[src/rtl/fetch_pc_ctrl_pkg.sv]
// Shared types and constants for the fetch PC controller: FSM states, PC step
// and reset address defaults.
package fetch_pc_ctrl_pkg;

  localparam int REG_BUS = 32;
  localparam logic [REG_BUS-1:0] ZERO_WORD = '0;
  localparam logic [REG_BUS-1:0] RESET_PC_DEF = 32'h0000_0000;
  localparam int PC_STEP = 4;

  typedef enum logic [1:0] {
    BOOT  = 2'd0,
    FETCH = 2'd1,
    REDIR = 2'd2
  } fetch_state_e;

endpackage

[src/rtl/fetch_pc_ctrl_if.sv]
// Instruction-memory fetch channel: request/address out, ready/data back in the
// same cycle.
interface fetch_pc_ctrl_if #(
  parameter int ADDR_W = 32
);
  logic              req;
  logic [ADDR_W-1:0] addr;
  logic              ready;
  logic [31:0]       rdata;

  modport master (output req, output addr, input ready, input rdata);
  modport slave  (input req, input addr, output ready, output rdata);
endinterface

[src/rtl/fetch_pc_ctrl.sv]
// Fetch PC owner: issues word fetches to IMEM, presents results to IF/ID and
// applies EX-stage redirects with a one-cycle flush pulse.
module fetch_pc_ctrl
  import fetch_pc_ctrl_pkg::*;
#(
  parameter logic [31:0] RESET_PC = RESET_PC_DEF,
  parameter int          ADDR_W   = REG_BUS
) (
  input  logic                  clk,
  input  logic                  rst,
  input  logic                  branch_valid,
  input  logic [ADDR_W-1:0]     branch_addr,
  input  logic                  stall,
  fetch_pc_ctrl_if.master       imem,
  output logic                  if_valid,
  output logic [ADDR_W-1:0]     if_pc,
  output logic [31:0]           if_inst,
  output logic                  flush,
  output logic                  misalign
);

  fetch_state_e      state_q, state_d;
  logic [ADDR_W-1:0] pc_q, pc_d;
  logic              valid_d;
  logic [ADDR_W-1:0] if_pc_d;
  logic [31:0]       if_inst_d;
  logic              flush_d;
  logic              misalign_d;
  logic              redirect;

  // The address is taken straight from the PC register so it stays stable
  // for as long as a request waits on ready.
  assign imem.req  = (state_q == FETCH) && !stall;
  assign imem.addr = pc_q;

  assign redirect = branch_valid && (state_q != BOOT);

  always_comb begin
    state_d    = state_q;
    pc_d       = pc_q;
    valid_d    = if_valid;
    if_pc_d    = if_pc;
    if_inst_d  = if_inst;
    flush_d    = 1'b0;
    misalign_d = 1'b0;

    // A redirect beats stall and drops any response arriving the same cycle.
    if (redirect) begin
      pc_d       = {branch_addr[ADDR_W-1:2], 2'b00};
      flush_d    = 1'b1;
      misalign_d = |branch_addr[1:0];
      valid_d    = 1'b0;
      state_d    = REDIR;
    end else begin
      case (state_q)
        BOOT:  state_d = FETCH;
        REDIR: state_d = FETCH;
        FETCH: begin
          if (imem.ready && !stall) begin
            if_inst_d = imem.rdata;
            if_pc_d   = pc_q;
            valid_d   = 1'b1;
            pc_d      = pc_q + ADDR_W'(PC_STEP);
          end
        end
        default: state_d = BOOT;
      endcase
    end
  end

  always_ff @(posedge clk) begin
    if (!rst) begin
      state_q  <= BOOT;
      pc_q     <= RESET_PC[ADDR_W-1:0];
      if_valid <= 1'b0;
      if_pc    <= '0;
      if_inst  <= ZERO_WORD;
      flush    <= 1'b0;
      misalign <= 1'b0;
    end else begin
      state_q  <= state_d;
      pc_q     <= pc_d;
      if_valid <= valid_d;
      if_pc    <= if_pc_d;
      if_inst  <= if_inst_d;
      flush    <= flush_d;
      misalign <= misalign_d;
    end
  end

endmodule

[src/flat_wrapper.sv]
// flat-port wrapper written by rule: the top's interface ports become plain ports
module fetch_pc_ctrl_flat import fetch_pc_ctrl_pkg::*;
#(
  parameter logic [31:0] RESET_PC = RESET_PC_DEF,
  parameter int          ADDR_W   = REG_BUS
)
  (clk, rst, branch_valid, branch_addr, stall, if_valid, if_pc, if_inst, flush, misalign, imem_req, imem_addr, imem_ready, imem_rdata);
  fetch_pc_ctrl_if #(.ADDR_W(ADDR_W)) imem_i ();
  input  logic clk;
  input  logic rst;
  input  logic branch_valid;
  input  logic [ADDR_W-1:0] branch_addr;
  input  logic stall;
  output logic if_valid;
  output logic [ADDR_W-1:0] if_pc;
  output logic [31:0] if_inst;
  output logic flush;
  output logic misalign;
  output wire logic [$bits(imem_i.req)-1:0] imem_req;
  output wire logic [$bits(imem_i.addr)-1:0] imem_addr;
  input wire logic [$bits(imem_i.ready)-1:0] imem_ready;
  input wire logic [$bits(imem_i.rdata)-1:0] imem_rdata;
  assign imem_req = imem_i.req;
  assign imem_addr = imem_i.addr;
  assign imem_i.ready = imem_ready;
  assign imem_i.rdata = imem_rdata;
  fetch_pc_ctrl #(.RESET_PC(RESET_PC), .ADDR_W(ADDR_W)) u_core (.clk(clk), .rst(rst), .branch_valid(branch_valid), .branch_addr(branch_addr), .stall(stall), .imem(imem_i), .if_valid(if_valid), .if_pc(if_pc), .if_inst(if_inst), .flush(flush), .misalign(misalign));
endmodule
[config.mk]
export PLATFORM = sky130hd
export DESIGN_NAME = fetch_pc_ctrl_flat
export DESIGN_NICKNAME = d
export VERILOG_FILES = /design/src/rtl/fetch_pc_ctrl_pkg.sv /design/src/rtl/fetch_pc_ctrl_if.sv /design/src/rtl/fetch_pc_ctrl.sv /design/src/flat_wrapper.sv
export SDC_FILE = /design/constraint.sdc
export NUM_CORES = 1
export LEC_CHECK = 0
export CAP_MARGIN = 20
export CORE_ASPECT_RATIO = 1.4
export CORE_MARGIN = 2
export CORE_UTILIZATION = 46
export DETAILED_ROUTE_END_ITERATION = 10
export HOLD_SLACK_MARGIN = 0.12
export PLACE_DENSITY = 0.86
export SLEW_MARGIN = 20
export SYNTH_ARGS = -nofsm -noshare
export SYNTH_HDL_FRONTEND = slang
export SYNTH_SLANG_ARGS = --single-unit
[constraint.sdc]
create_clock -name clk -period 2.6 [get_ports clk]
set_input_delay 0.52 -clock clk [delete_from_list [all_inputs] [get_ports clk]]
set_output_delay 0.52 -clock clk [all_outputs]
set_load 0.02 [all_outputs]
# After elaboration in Yosys (flattened, before gate mapping)
# Cells that the tools add are included.
# classes
add_sub_neg,1
eq_ne,3
muxes,6
n_bitwise,2
n_reduce_logical,15
# ops
operator,n
32-bit two-way mux,3
32-bit by 3-bit adder with 32-bit output (second input constant),1
2-bit AND reduction,3
2-bit nonzero test,3
2-bit OR reduction,3
2-bit one-hot mux with 2 select lines,1
1-bit logical AND,3
3-bit AND reduction,1
2-bit by 1-bit equality test with 1-bit output (second input constant),1
2-bit equality test (second input constant),1
2-bit zero test,1
2-bit two-way mux,1
2-bit by 1-bit != test with 1-bit output (second input constant),1
1-bit inverter,2
1-bit zero test,1
1-bit two-way mux,1
# totals
register_bits,101
in_bits,69
output_inout_bits,100

# Logic depth before layout (Yosys ltp)
# depth
word_depth,5
mapped_depth,6

# Least setup slack after synthesis
# Ideal clock, no wire load.
# synth_timing
kind,input to register
from,input stall
to,register u_core.pc_q[16] (netlist: u_core.imem.addr[16])
setup_time_ps,74
t_arrival_ps,1745
setup_slack_ps,780
cell_stages,6
path_cell_list,nor3b_2 -> and3b_1 -> buf_4 -> nand3_2 -> or3_1 -> a31oi_1
# synth_between
elab_chain_len,4
# synth_lines
element,line_no,rtl
"start, declared",flat_wrapper.sv:13,input logic stall;
1-bit zero test,fetch_pc_ctrl.sv:59,if (imem.ready && !stall) begin
1-bit logical AND,fetch_pc_ctrl.sv:59,
2-bit nonzero test (no line),-,
2-bit AND reduction (no line),-,
"end signal, assigned",fetch_pc_ctrl.sv:74,pc_q <= RESET_PC[ADDR_W-1:0];
"end signal, assigned",fetch_pc_ctrl.sv:82,pc_q <= pc_d;
"end, declared",fetch_pc_ctrl.sv:23,"logic [ADDR_W-1:0] pc_q, pc_d;"
# Every way passes these cells.
# A chain may end at the register's enable or synchronous reset.

# Final worst setup path
# layout_timing
from,input stall
to,output imem_req
# layout_between
elab_chain_len,2
# layout_lines
element,line_no,rtl
1-bit zero test,fetch_pc_ctrl.sv:33,assign imem.req = (state_q == FETCH) && !stall;
1-bit logical AND,fetch_pc_ctrl.sv:33,
"end, declared",flat_wrapper.sv:19,output wire logic [$bits(imem_i.req)-1:0] imem_req;
# Every way passes these cells.

==> impl_metrics.csv <==
group,metric,value,unit
floorplanning,die_y,115,µm
clock_network,cts-root-buf,"clkbuf_16",
final_layout,multi_input_area,1940,µm²
clock_network,clk_pin_slew_worst_paths,70,ps
clock_network,numCtsBuffers,9,
detailed_routing,vias,4118,
detailed_routing,drtAntennaViolNets,0,
synthesis,ys_seq_area_share,48.2,%
detailed_routing,drtIter0Drc,176,
placement,dp_hpwl,8760,µm
sta,setup_violations,0,
floorplanning,initial_utilization,47.0,%
placement,gp_congestion,0.870,
final_layout,fill_cells,661,
final_layout,nNetsFinal,717,
synthesis,syn_area,4030,µm²
global_route,grt_overflow,0,
sta,clock.fmax,0.412,GHz
setup_path,startpoint_type,"input pin",
global_route,antenna_found_initial,0,
power,p_per_area,566,nW/µm²
final_layout,num_antenna_cells,0,
synthesis,muxShareOfSynthArea,0,%
power,p_total,3.41,mW
clock_network,h-tree-depth,3,
final_layout,drive_gt1_share,5.52,%
outcome,status,"complete, no violations",
sta,fin_ws,175,ps
synthesis,syn_avg_cell_area,8.10,µm²
synthesis,yosysTopAreaCell,"dfxtp_1",
global_route,grt_first_pass_wirelength,19300,µm
clock_network,clockBufferDepth,2,
setup_path,crit_required,2080,ps
clock_network,cts_tree,"built",
power,ir_drop,396,µV
sta,rsz0062_at_grt,"no",
sta,fin_skew,12.6,ps
synthesis,synth.distinct_cells,44,
floorplanning,rows,40,
clock_network,cts-resized-gates,0,
clock_network,cts_sinks,97,
setup_path,endpoint_kind,"output pin",
floorplanning,die_area,9530,µm²
synthesis,synthAdderAreaFrac,0.559,%
clock_network,hold_buffers,0,
setup_path,cp.arrival,1910,ps
sta,drv_slew,0,
hold_path,holdCritPathClass,"reg -> reg",
global_route,grt_pass1_vias,3974,
detailed_routing,vias_per_cell,5.44,
final_layout,syn_to_final_growth,49.9,%
setup_path,path_class,"in -> out",
synthesis,synth-simple-area-share,26.0,%
setup_path,worstPathMaxFanout,3,
sta,hold_viol_final,0,
synthesis,synthCells,497,
sta,post-route-period-util,93.3,%
sta,worst_slew_pin_slew,1020,ps
final_layout,seqCellArea,1940,µm²
clock_network,cts_setup_buffers,0,
synthesis,ys_warn_count,0,
placement,pre_cts_ws,204,ps
synthesis,synth_top_family_by_area,"simple AND/OR/NAND/NOR gates",
flow_run,cap_violations,0,
synthesis,synth_top_area_share,48.2,%
clock_network,clk_latency,350,ps
floorplanning,io_pins,169,
final_layout,postLayoutCoreUtil,70.5,%
synthesis,synth_xor_xnor_area_share,5.22,%
detailed_routing,finalWirelength,12100,µm
sta,finalSetupTns,0,ps
placement,io_buffers,164,
detailed_routing,wl_per_cell,16.0,µm
detailed_routing,drc,0,
detailed_routing,drtPass1Iterations,4,
floorplanning,coreArea,8560,µm²
global_route,grt.total_usage,24.9,%
power,leakage,2.02,nW
synthesis,yosys-top-cells-area,"dfxtp_1 (48%), nand2_1 (13%), a21oi_1 (9.6%), xor2_1 (3.5%), nor2_1 (2.4%)",
global_route,grt_start_max_net_pins,79,
synthesis,synth_compound_area_share,15.7,%
floorplanning,chipWidth,83.1,µm
sta,slew_headroom,31.8,%
sta,min_period,2430,ps
synthesis,synth-seq-cells,97,
registers in the layout (all words and copies together), names as in the netlist:
| signal | count |
|---|---|
| u_core.if_valid | 1 |
| u_core.flush | 1 |
| u_core.misalign | 1 |
| u_core.state_q | 2 |
| u_core.if_pc | 30 |
| u_core.imem.addr | 30 |
| u_core.if_inst | 32 |
synthesized netlist by cell type, drive strengths merged:
cell	count
o2bb2ai	1
o21a	2
and4bb	1
o211ai	1
nor2	26
a21oi	77
nand3b	1
xor2	16
nand2	140
nor4	7
a32oi	1
and3	3
buf	13
ha	1
o31a	1
o211a	1
conb	1
a31oi	2
a211oi	12
o21ai	12
and3b	1
clkbuf	22
a311oi	1
nor3	7
inv	2
and4	3
nor3b	1
dfxtp	97
or3	2
maj3	1
or2	2
nand4bb	1
nand4	16
xnor2	8
nand3	12
o311ai	2
report_power, final:
part,internal (mW),total [mW],switching (mW)
sequential,1.54,1.63,0.0852
combinational,0.237,0.451,0.213
clock,0.773,1.34,0.566
total,2.55,3.41,0.864
per-stage QoR:
stage / instances / instance area, µm² / hold WS, ps
2_1_floorplan: 500 / 4040 / 535
3_3_place_gp: 741 / 5730 / 441
3_5_place_dp: 741 / 5730 / 446
4_1_cts: 757 / 6030 / 455
5_1_grt: 757 / 6030 / 476
6_report: 757 / 6030 / 453
cell type report:
type	count	area share, %
multi-input combinational	366	32.2
clock buffer	10	3.96
timing repair buffer	171	28.3
inverter	2	0.124
clock inverter	6	1.12
tap	105	2.18
sequential	97	32.2
cell families after synthesis:
family,count (synthesis)
AO/OA/AOI/OAI,113
XOR/XNOR,24
adder cells (fa/ha/maj),2
buffers and inverters,37
flip-flops,97
other,1
AND/OR/NAND/NOR,223
layer usage:
metal	track usage, %	share of wire [%]
met1	27.2	38
met2	45.9	53
met3	5.26	5.3
met4	12.0	3.0
met5	0	0
path summary, 6_finish.rpt:
| kind | from | to | slack (ps) | cells after the start |
|---|---|---|---|---|
| max | stall | imem_req | 170 | 3 |
| min | u_core.if_inst[12]$_SDFFE_PN0P_ | u_core.if_inst[12]$_SDFFE_PN0P_ | 450 | 2 |
| max reg2reg | u_core.imem.addr[2]$_SDFFE_PN0P_ | u_core.imem.addr[28]$_SDFFE_PN0P_ | 490 | 6 |
| min reg2reg | u_core.if_inst[12]$_SDFFE_PN0P_ | u_core.if_inst[12]$_SDFFE_PN0P_ | 450 | 2 |
worst max-delay path, stage by stage:
cell and delay [ps]:
clkdlybuf4s50_1 460, nor3b_2 260, clkdlybuf4s50_1 660
placed cells by master (no fill, tap or decap), types with 2 or more instances in the layout:
cell type	count
xnor2_1	8
nand4_1	13
clkinv_4	2
nand4_2	3
and4_1	3
nand2_1	140
nor3_1	6
nor4_1	6
nand3_1	11
clkinvlp_4	2
or3_1	2
o21ai_0	11
a21oi_1	77
dfxtp_1	97
and3_1	3
xor2_1	16
buf_4	6
clkdlybuf4s50_1	164
a31oi_1	2
conb_1	4
nor2_1	26
a211oi_1	12
clkbuf_16	9
o21a_1	2
No activity file was read; power rests on OpenSTA's default activity.
